--- src/rtl/hazard_ctrl.sv ---
// hazard_ctrl: pipeline sequencer for the five-stage core. Turns hazard
// conditions into latch enables and flushes, and runs the halt drain.
// It also keeps saturating stall and squash counters.
module hazard_ctrl #(
    parameter int unsigned DRAIN_CYCLES = 2,
    parameter int unsigned CNT_W        = 32
) (
    input  logic             CLK,
    input  logic             RST,
    input  logic             ihit,
    input  logic             dhit,
    input  logic             idex_dMemREN,
    input  logic             idex_regWEN,
    input  logic [4:0]       idex_wsel,
    input  logic             idex_Halt,
    input  logic [4:0]       ifid_rs,
    input  logic [4:0]       ifid_rt,
    input  logic             ifid_uses_rt,
    input  logic             exmem_dMemREN,
    input  logic             exmem_dMemWEN,
    input  logic             br_taken,
    input  logic             jump,
    output logic             pc_en,
    output logic             ifid_en,
    output logic             idex_en,
    output logic             exmem_en,
    output logic             memwb_en,
    output logic             ifid_flush,
    output logic             idex_flush,
    output logic             memwb_flush,
    output logic             halted,
    output logic [CNT_W-1:0] stall_cnt,
    output logic [CNT_W-1:0] flush_cnt
);

    localparam logic [1:0] S_RUN    = 2'd0;
    localparam logic [1:0] S_DWAIT  = 2'd1;
    localparam logic [1:0] S_DRAIN  = 2'd2;
    localparam logic [1:0] S_HALTED = 2'd3;

    // Drain counter must hold DRAIN_CYCLES; keep at least one bit.
    localparam int unsigned DCW = (DRAIN_CYCLES < 1) ? 1 : $clog2(DRAIN_CYCLES + 1);
    localparam logic [DCW-1:0] DRAIN_INIT = DCW'(DRAIN_CYCLES);
    localparam logic [CNT_W-1:0] CNT_MAX = {CNT_W{1'b1}};

    logic [1:0]       state_q, state_d;
    logic [DCW-1:0]   drain_q, drain_d;
    logic             pend_q, pend_d;
    logic             halted_q;
    logic [CNT_W-1:0] stall_cnt_q, flush_cnt_q;

    logic dwait;
    logic load_use;
    logic squash_act;

    assign dwait    = (exmem_dMemREN | exmem_dMemWEN) & ~dhit;
    assign load_use = idex_dMemREN & idex_regWEN & (idex_wsel != 5'd0) &
                      ((idex_wsel == ifid_rs) | (ifid_uses_rt & (idex_wsel == ifid_rt)));

    assign halted    = halted_q;
    assign stall_cnt = stall_cnt_q;
    assign flush_cnt = flush_cnt_q;

    // Latch enables/flushes by priority: reset, halted, dwait, drain, load-use, squash, ifetch.
    always_comb begin
        pc_en       = 1'b0;
        ifid_en     = 1'b0;
        idex_en     = 1'b0;
        exmem_en    = 1'b0;
        memwb_en    = 1'b0;
        ifid_flush  = 1'b0;
        idex_flush  = 1'b0;
        memwb_flush = 1'b0;
        squash_act  = 1'b0;
        if (!RST && state_q != S_HALTED) begin
            if (dwait) begin
                // Freeze everything; MEM/WB takes a bubble so WB does not repeat.
                memwb_en    = 1'b1;
                memwb_flush = 1'b1;
            end else if (state_q == S_DRAIN) begin
                ifid_en    = 1'b1;
                idex_en    = 1'b1;
                exmem_en   = 1'b1;
                memwb_en   = 1'b1;
                ifid_flush = 1'b1;
                idex_flush = 1'b1;
            end else if (load_use) begin
                idex_en    = 1'b1;
                exmem_en   = 1'b1;
                memwb_en   = 1'b1;
                idex_flush = 1'b1;
            end else if (br_taken | jump) begin
                // Target is loaded even if the current fetch has not completed.
                pc_en      = 1'b1;
                ifid_en    = 1'b1;
                idex_en    = 1'b1;
                exmem_en   = 1'b1;
                memwb_en   = 1'b1;
                ifid_flush = 1'b1;
                idex_flush = 1'b1;
                squash_act = 1'b1;
            end else if (!ihit) begin
                ifid_en    = 1'b1;
                idex_en    = 1'b1;
                exmem_en   = 1'b1;
                memwb_en   = 1'b1;
                ifid_flush = 1'b1;
            end else begin
                pc_en    = 1'b1;
                ifid_en  = 1'b1;
                idex_en  = 1'b1;
                exmem_en = 1'b1;
                memwb_en = 1'b1;
            end
        end
    end

    // Sequencer next state: data waits, pending halt and drain countdown.
    always_comb begin
        state_d = state_q;
        drain_d = drain_q;
        pend_d  = pend_q;
        case (state_q)
            S_RUN, S_DWAIT: begin
                if (dwait) begin
                    state_d = S_DWAIT;
                    if (idex_Halt) pend_d = 1'b1;
                end else if (pend_q || idex_Halt) begin
                    state_d = S_DRAIN;
                    drain_d = DRAIN_INIT;
                    pend_d  = 1'b0;
                end else begin
                    state_d = S_RUN;
                end
            end
            S_DRAIN: begin
                // A data wait freezes the drain countdown.
                if (!dwait) begin
                    if (drain_q == '0) state_d = S_HALTED;
                    else drain_d = drain_q - DCW'(1);
                end
            end
            S_HALTED: begin
                state_d = S_HALTED;
            end
            default: begin
                state_d = S_RUN;
            end
        endcase
    end

    // State, halted flag and counters with synchronous reset.
    always_ff @(posedge CLK) begin
        if (RST) begin
            state_q     <= S_RUN;
            drain_q     <= '0;
            pend_q      <= 1'b0;
            halted_q    <= 1'b0;
            stall_cnt_q <= '0;
            flush_cnt_q <= '0;
        end else begin
            state_q  <= state_d;
            drain_q  <= drain_d;
            pend_q   <= pend_d;
            halted_q <= (state_d == S_HALTED);
            if (!pc_en && state_q != S_HALTED && stall_cnt_q != CNT_MAX)
                stall_cnt_q <= stall_cnt_q + CNT_W'(1);
            if (squash_act && flush_cnt_q != CNT_MAX)
                flush_cnt_q <= flush_cnt_q + CNT_W'(1);
        end
    end

endmodule

--- config.mk ---
export PLATFORM = sky130hd
export DESIGN_NAME = hazard_ctrl
export DESIGN_NICKNAME = d
export VERILOG_FILES = /design/src/rtl/hazard_ctrl.sv
export SDC_FILE = /design/constraint.sdc
export NUM_CORES = 1
export LEC_CHECK = 0
export ABC_AREA = 1
export ABC_CLOCK_PERIOD_IN_PS = 3800
export CAP_MARGIN = 20
export CORE_ASPECT_RATIO = 0.5
export CORE_UTILIZATION = 40
export DETAILED_ROUTE_END_ITERATION = 12
export PLACE_DENSITY = 0.65
export RECOVER_POWER = 100
export REMOVE_ABC_BUFFERS = 1
export SYNTH_ARGS = -nofsm -noshare
export SYNTH_HDL_FRONTEND = slang
export SYNTH_SLANG_ARGS = --single-unit
--- constraint.sdc ---
create_clock -name CLK -period 3.8 [get_ports CLK]
set_input_delay 0.38 -clock CLK [delete_from_list [all_inputs] [get_ports CLK]]
set_output_delay 0.38 -clock CLK [all_outputs]
set_load 0.02 [all_outputs]
==> results <==
- The final count of negative-setup-slack endpoints is 0.
- In this run the worst hold path is classified as reg -> reg.
- The number of sinks driven by the clock tree is 70.
- The sum of net half-perimeters after detailed placement is 10.2 mm.
- The H-tree was split into 3 levels.
- The required time of the worst setup path is 4.06 ns.
- During synthesis, Yosys emitted a total of 0 warnings.
- The critical path starts at exmem_dMemWEN.
- The count of unique library cells instantiated by Yosys is 28.
- Setup repair after global routing left no endpoint under its margin.
- The hold path startpoint is pend_q.
- The tool flagged a number of max-cap violations equal to 0.
- The number of cells on the worst reg-to-reg path is 9.
- Together, buffers and inverters on the worst path number 2.
- For this design the ratio of total power to cell area is 293 nW/um2.
- In the final design database the tool counted 904 nets.
- The mean post-synth cell area is 6.03 um2.
- In this run the tightest slew margin relative to its limit is 0.0138.
- Of all nets on the critical path, the largest fanout is 19.
- The number of global-route vias before repair is 4700.
- Pin placement for this block handled 100 I/O pins.
- The top cell type's share of synthesized area is 0.296.
- Entering global routing, the biggest net connects 42 pins.
- Post-CTS repair changed the size of 0 cells.
- The number of antenna violations at the first check in global routing is 0.
- Relative to the synthesized area, the layout overhead comes to 28.5%.
- The worst hold path cell count is 2.
- The full die area is 12300 um2.
- The gate family responsible for the most delay along the worst path is compound AO/OA/AOI/OAI gates.
- The number of antenna diodes in the final layout is 0.
- In this run the standard cell core region covers 11200 um2.
- The cell with the most instances on the worst path is sky130_fd_sc_hd__nand3_1.
- For this run, the total global-route usage over all layers was measured as 0.235.
- In this run the static leakage power is 2.42 nW.
- The signal on the critical path passes through dlygate4sd3_1 -> o21bai_1 -> nand3_1 -> nor2_1 -> a21boi_1 -> buf_4 -> nand3_1 -> a21oi_1.
- The global-route congestion overflow total is 0.
- After detailed routing, the average wire length per cell comes to 13.6 um.
- In this run the remaining antenna-violating nets after routing total 0.
- The first global-routing pass estimated 23.3 mm of wire.
- The final number of max-transition violations was 0.
- The run finished with clean final reports.
- The critical setup path kind is in -> reg.
- The maximum cell stage delay along the critical path is 1.17 ns.
- The CTS buffer count is 9.
- In this run the critical register-to-register path is launched from flush_cnt[0].
- The post-detailed-route via-to-cell ratio is 5.20.
- For the worst-skew pair, the clock arrives at the later sink with an insertion delay of 0.33 ns.
- At the end of routability-driven placement, the weighted congestion stood at 0.889.
- The share of the Yosys chip area taken by registers is 0.296.
- The critical path crosses 8 cells after its start point.
- The pre-antenna-repair detailed-routing pass consisted of 5 iterations.
- The width of the chip is 156 um.
- After clock tree synthesis, the clock-pin slew on the worst setup and hold paths is 0.06 ns.
- Of the available clock period, the critical path in the final layout requires 0.798.
- The hold buffer count at cts is 0.
- The final hold violation count was 0.
- The cell area after synthesis is 4740 um2.
- The capturing element type of the critical path is a flop.
- The cell sitting at the root of the clock tree is a sky130_fd_sc_hd__clkbuf_16.
- At the end of the flow the core is filled with cells to 0.541.
- The number of buffers between clock root and the deepest sink is 2.
- The startpoint kind of the worst setup timing path is an input pin.
- The worst setup skew after layout is 0.0113 ns.
- The effective utilization at floorplan is 0.421.
- In the routed design, unresolved DRC markers number 0.
- The final critical-path required period is 3.03 ns.
- The setup total negative slack is 0 ns.
- In this run the vertical extent of the chip is 79.0 um.
- After synthesis the netlist holds a flip-flop and latch count of 70.
- The fmax is 330 MHz.
- The slew at the pin closest to its max-slew limit is 1.48 ns.
- Ranked by total cell area, the synthesized netlist is headed by sky130_fd_sc_hd__dfxtp_1, sky130_fd_sc_hd__nand2_1, sky130_fd_sc_hd__nor2_1.
- Once the clock tree was built, the setup fixing pass inserted 0 buffers.
- After technology mapping, the gate count stands at 786.
- Buffers placed on the I/O ports in this run total 99.
- In this run the core area contains 27 standard-cell rows.
- The fraction of final layout cells with drive strength greater than 1 is 0.0308.
- After detailed routing, the total wire length is 14.1 mm.
- The biggest area contributor in the post-synthesis netlist is sky130_fd_sc_hd__dfxtp_1.
- The detailed router finished its first iteration with 290 violations.
- The peak ir drop on the vdd network is 0.000165 V.
- TritonCTS built the clock tree.
- On the critical path, the stage with the largest delay is an instance of sky130_fd_sc_hd__a21boi_1.
- The arrival time of data at the critical path endpoint is 3.29 ns.
- The via count of the routed design is 5384.
-- layout by cell type, fill, tap and decap left out, types with 2 or more instances in the layout --
cell type,Yosys,final
sky130_fd_sc_hd__nor2_4,3,3
sky130_fd_sc_hd__nand3_1,45,46
sky130_fd_sc_hd__clkbuf_8,0,2
sky130_fd_sc_hd__ha_1,3,3
sky130_fd_sc_hd__xor2_1,23,23
sky130_fd_sc_hd__clkbuf_1,16,3
sky130_fd_sc_hd__a21oi_1,67,67
sky130_fd_sc_hd__nand2_1,286,286
sky130_fd_sc_hd__dfxtp_1,70,70
sky130_fd_sc_hd__clkbuf_16,0,9
sky130_fd_sc_hd__xnor2_1,8,8
sky130_fd_sc_hd__nor2_1,111,111
sky130_fd_sc_hd__nand3b_1,23,24
sky130_fd_sc_hd__nand4_1,40,40
sky130_fd_sc_hd__nor3_1,12,12
sky130_fd_sc_hd__buf_4,4,6
sky130_fd_sc_hd__o21bai_1,2,2
sky130_fd_sc_hd__inv_1,50,50
sky130_fd_sc_hd__dlygate4sd3_1,0,75
sky130_fd_sc_hd__clkdlybuf4s50_1,0,23
sky130_fd_sc_hd__o21ai_0,4,4
-- final timing paths --
path | end | slack [ns]
setup / recovery | flush_cnt[7] | 0.77
hold / removal | pend_q | 0.49
setup reg to reg | flush_cnt[0] | 0.85
hold reg to reg | pend_q | 0.49
-- metal layers --
layer / track usage / vias to the layer above / routed length [um]
met5: 0 / - / 0
met4: 0.0657 / 0 / 232
met3: 0.0475 / 30 / 744
met2: 0.391 / 162 / 6340
met1: 0.309 / 2460 / 6780
li1: - / 2732 / -
-- flip-flops by register name (all words and copies together) (netlist names) --
register / count
flush_cnt: 32
stall_cnt: 32
drain_q: 2
state_q: 2
halted: 1
pend_q: 1
-- layout make-up --
class	count	area, um2
fill	1122	5160
multi-input combinational	636	2970
sequential	70	1400
timing repair buffer	106	1030
clock buffer	13	260
tap	159	199
inverter	51	191
clock inverter	1	30.0
-- cells in the mapped netlist --
master and n:
sky130_fd_sc_hd__nand2_1 286, sky130_fd_sc_hd__nand3b_1 23, sky130_fd_sc_hd__or2_2 1, sky130_fd_sc_hd__nor3_1 12, sky130_fd_sc_hd__clkbuf_1 16, sky130_fd_sc_hd__nand3b_4 1
sky130_fd_sc_hd__a21boi_1 1, sky130_fd_sc_hd__dfxtp_1 70, sky130_fd_sc_hd__nand4_1 40, sky130_fd_sc_hd__inv_2 1, sky130_fd_sc_hd__a31oi_1 1, sky130_fd_sc_hd__a21oi_1 67
sky130_fd_sc_hd__a21boi_0 1, sky130_fd_sc_hd__xor2_1 23, sky130_fd_sc_hd__o21bai_1 2, sky130_fd_sc_hd__buf_2 6, sky130_fd_sc_hd__buf_4 4, sky130_fd_sc_hd__o21ai_0 4
sky130_fd_sc_hd__nor2_1 111, sky130_fd_sc_hd__buf_6 3, sky130_fd_sc_hd__nor2_4 3, sky130_fd_sc_hd__xnor2_1 8, sky130_fd_sc_hd__nand3_1 45, sky130_fd_sc_hd__inv_1 50
sky130_fd_sc_hd__ha_1 3, sky130_fd_sc_hd__nor2_2 1, sky130_fd_sc_hd__nand3_2 2, sky130_fd_sc_hd__nand2_2 1
-- power by group --
group | internal, W | switching (W) | leakage [nW]
combinational | 0.0000681 | 0.000115 | 1.72
sequential | 0.000745 | 0.00000993 | 0.566
clock | 0.000537 | 0.000312 | 0.142
-- worst register-to-register path: cells and delay by family, from the launching register on --
family | cells | cell delay [ns]
simple gates | 6 | 1.81
fa+ha+maj | 1 | 0.29
compound gates | 2 | 0.33
flops | 1 | 0.44
-- cells by family (layout without fill, tap and decap cells) --
family                   count (synthesis)  count (layout)  synth area share
flip-flops                              70              70             0.296
AO/OA/AOI/OAI                           76              76            0.0827
buffers and inverters                   80             171            0.0729
XOR/XNOR                                31              31            0.0573
AND/OR/NAND/NOR                        526             526             0.484
adder cells (fa/ha/maj)                  3               3           0.00792
-- per-stage QoR --
stage | total power [W] | instances | hold slack (ns) | setup slack [ns] | area (um2)
2_1_floorplan | 0.000862 | 757 | 0.449 | 0.787 | 4580
3_3_place_gp | 0.000957 | 1022 | 0.464 | 1.10 | 5830
3_5_place_dp | 0.000959 | 1022 | 0.480 | 1.05 | 5830
4_1_cts | 0.00180 | 1036 | 0.491 | 1.08 | 6120
5_1_grt | 0.00185 | 1036 | 0.499 | 0.473 | 6090
6_report | 0.00179 | 1036 | 0.486 | 0.767 | 6090
Note: power is estimated with default switching activity, not from simulation.
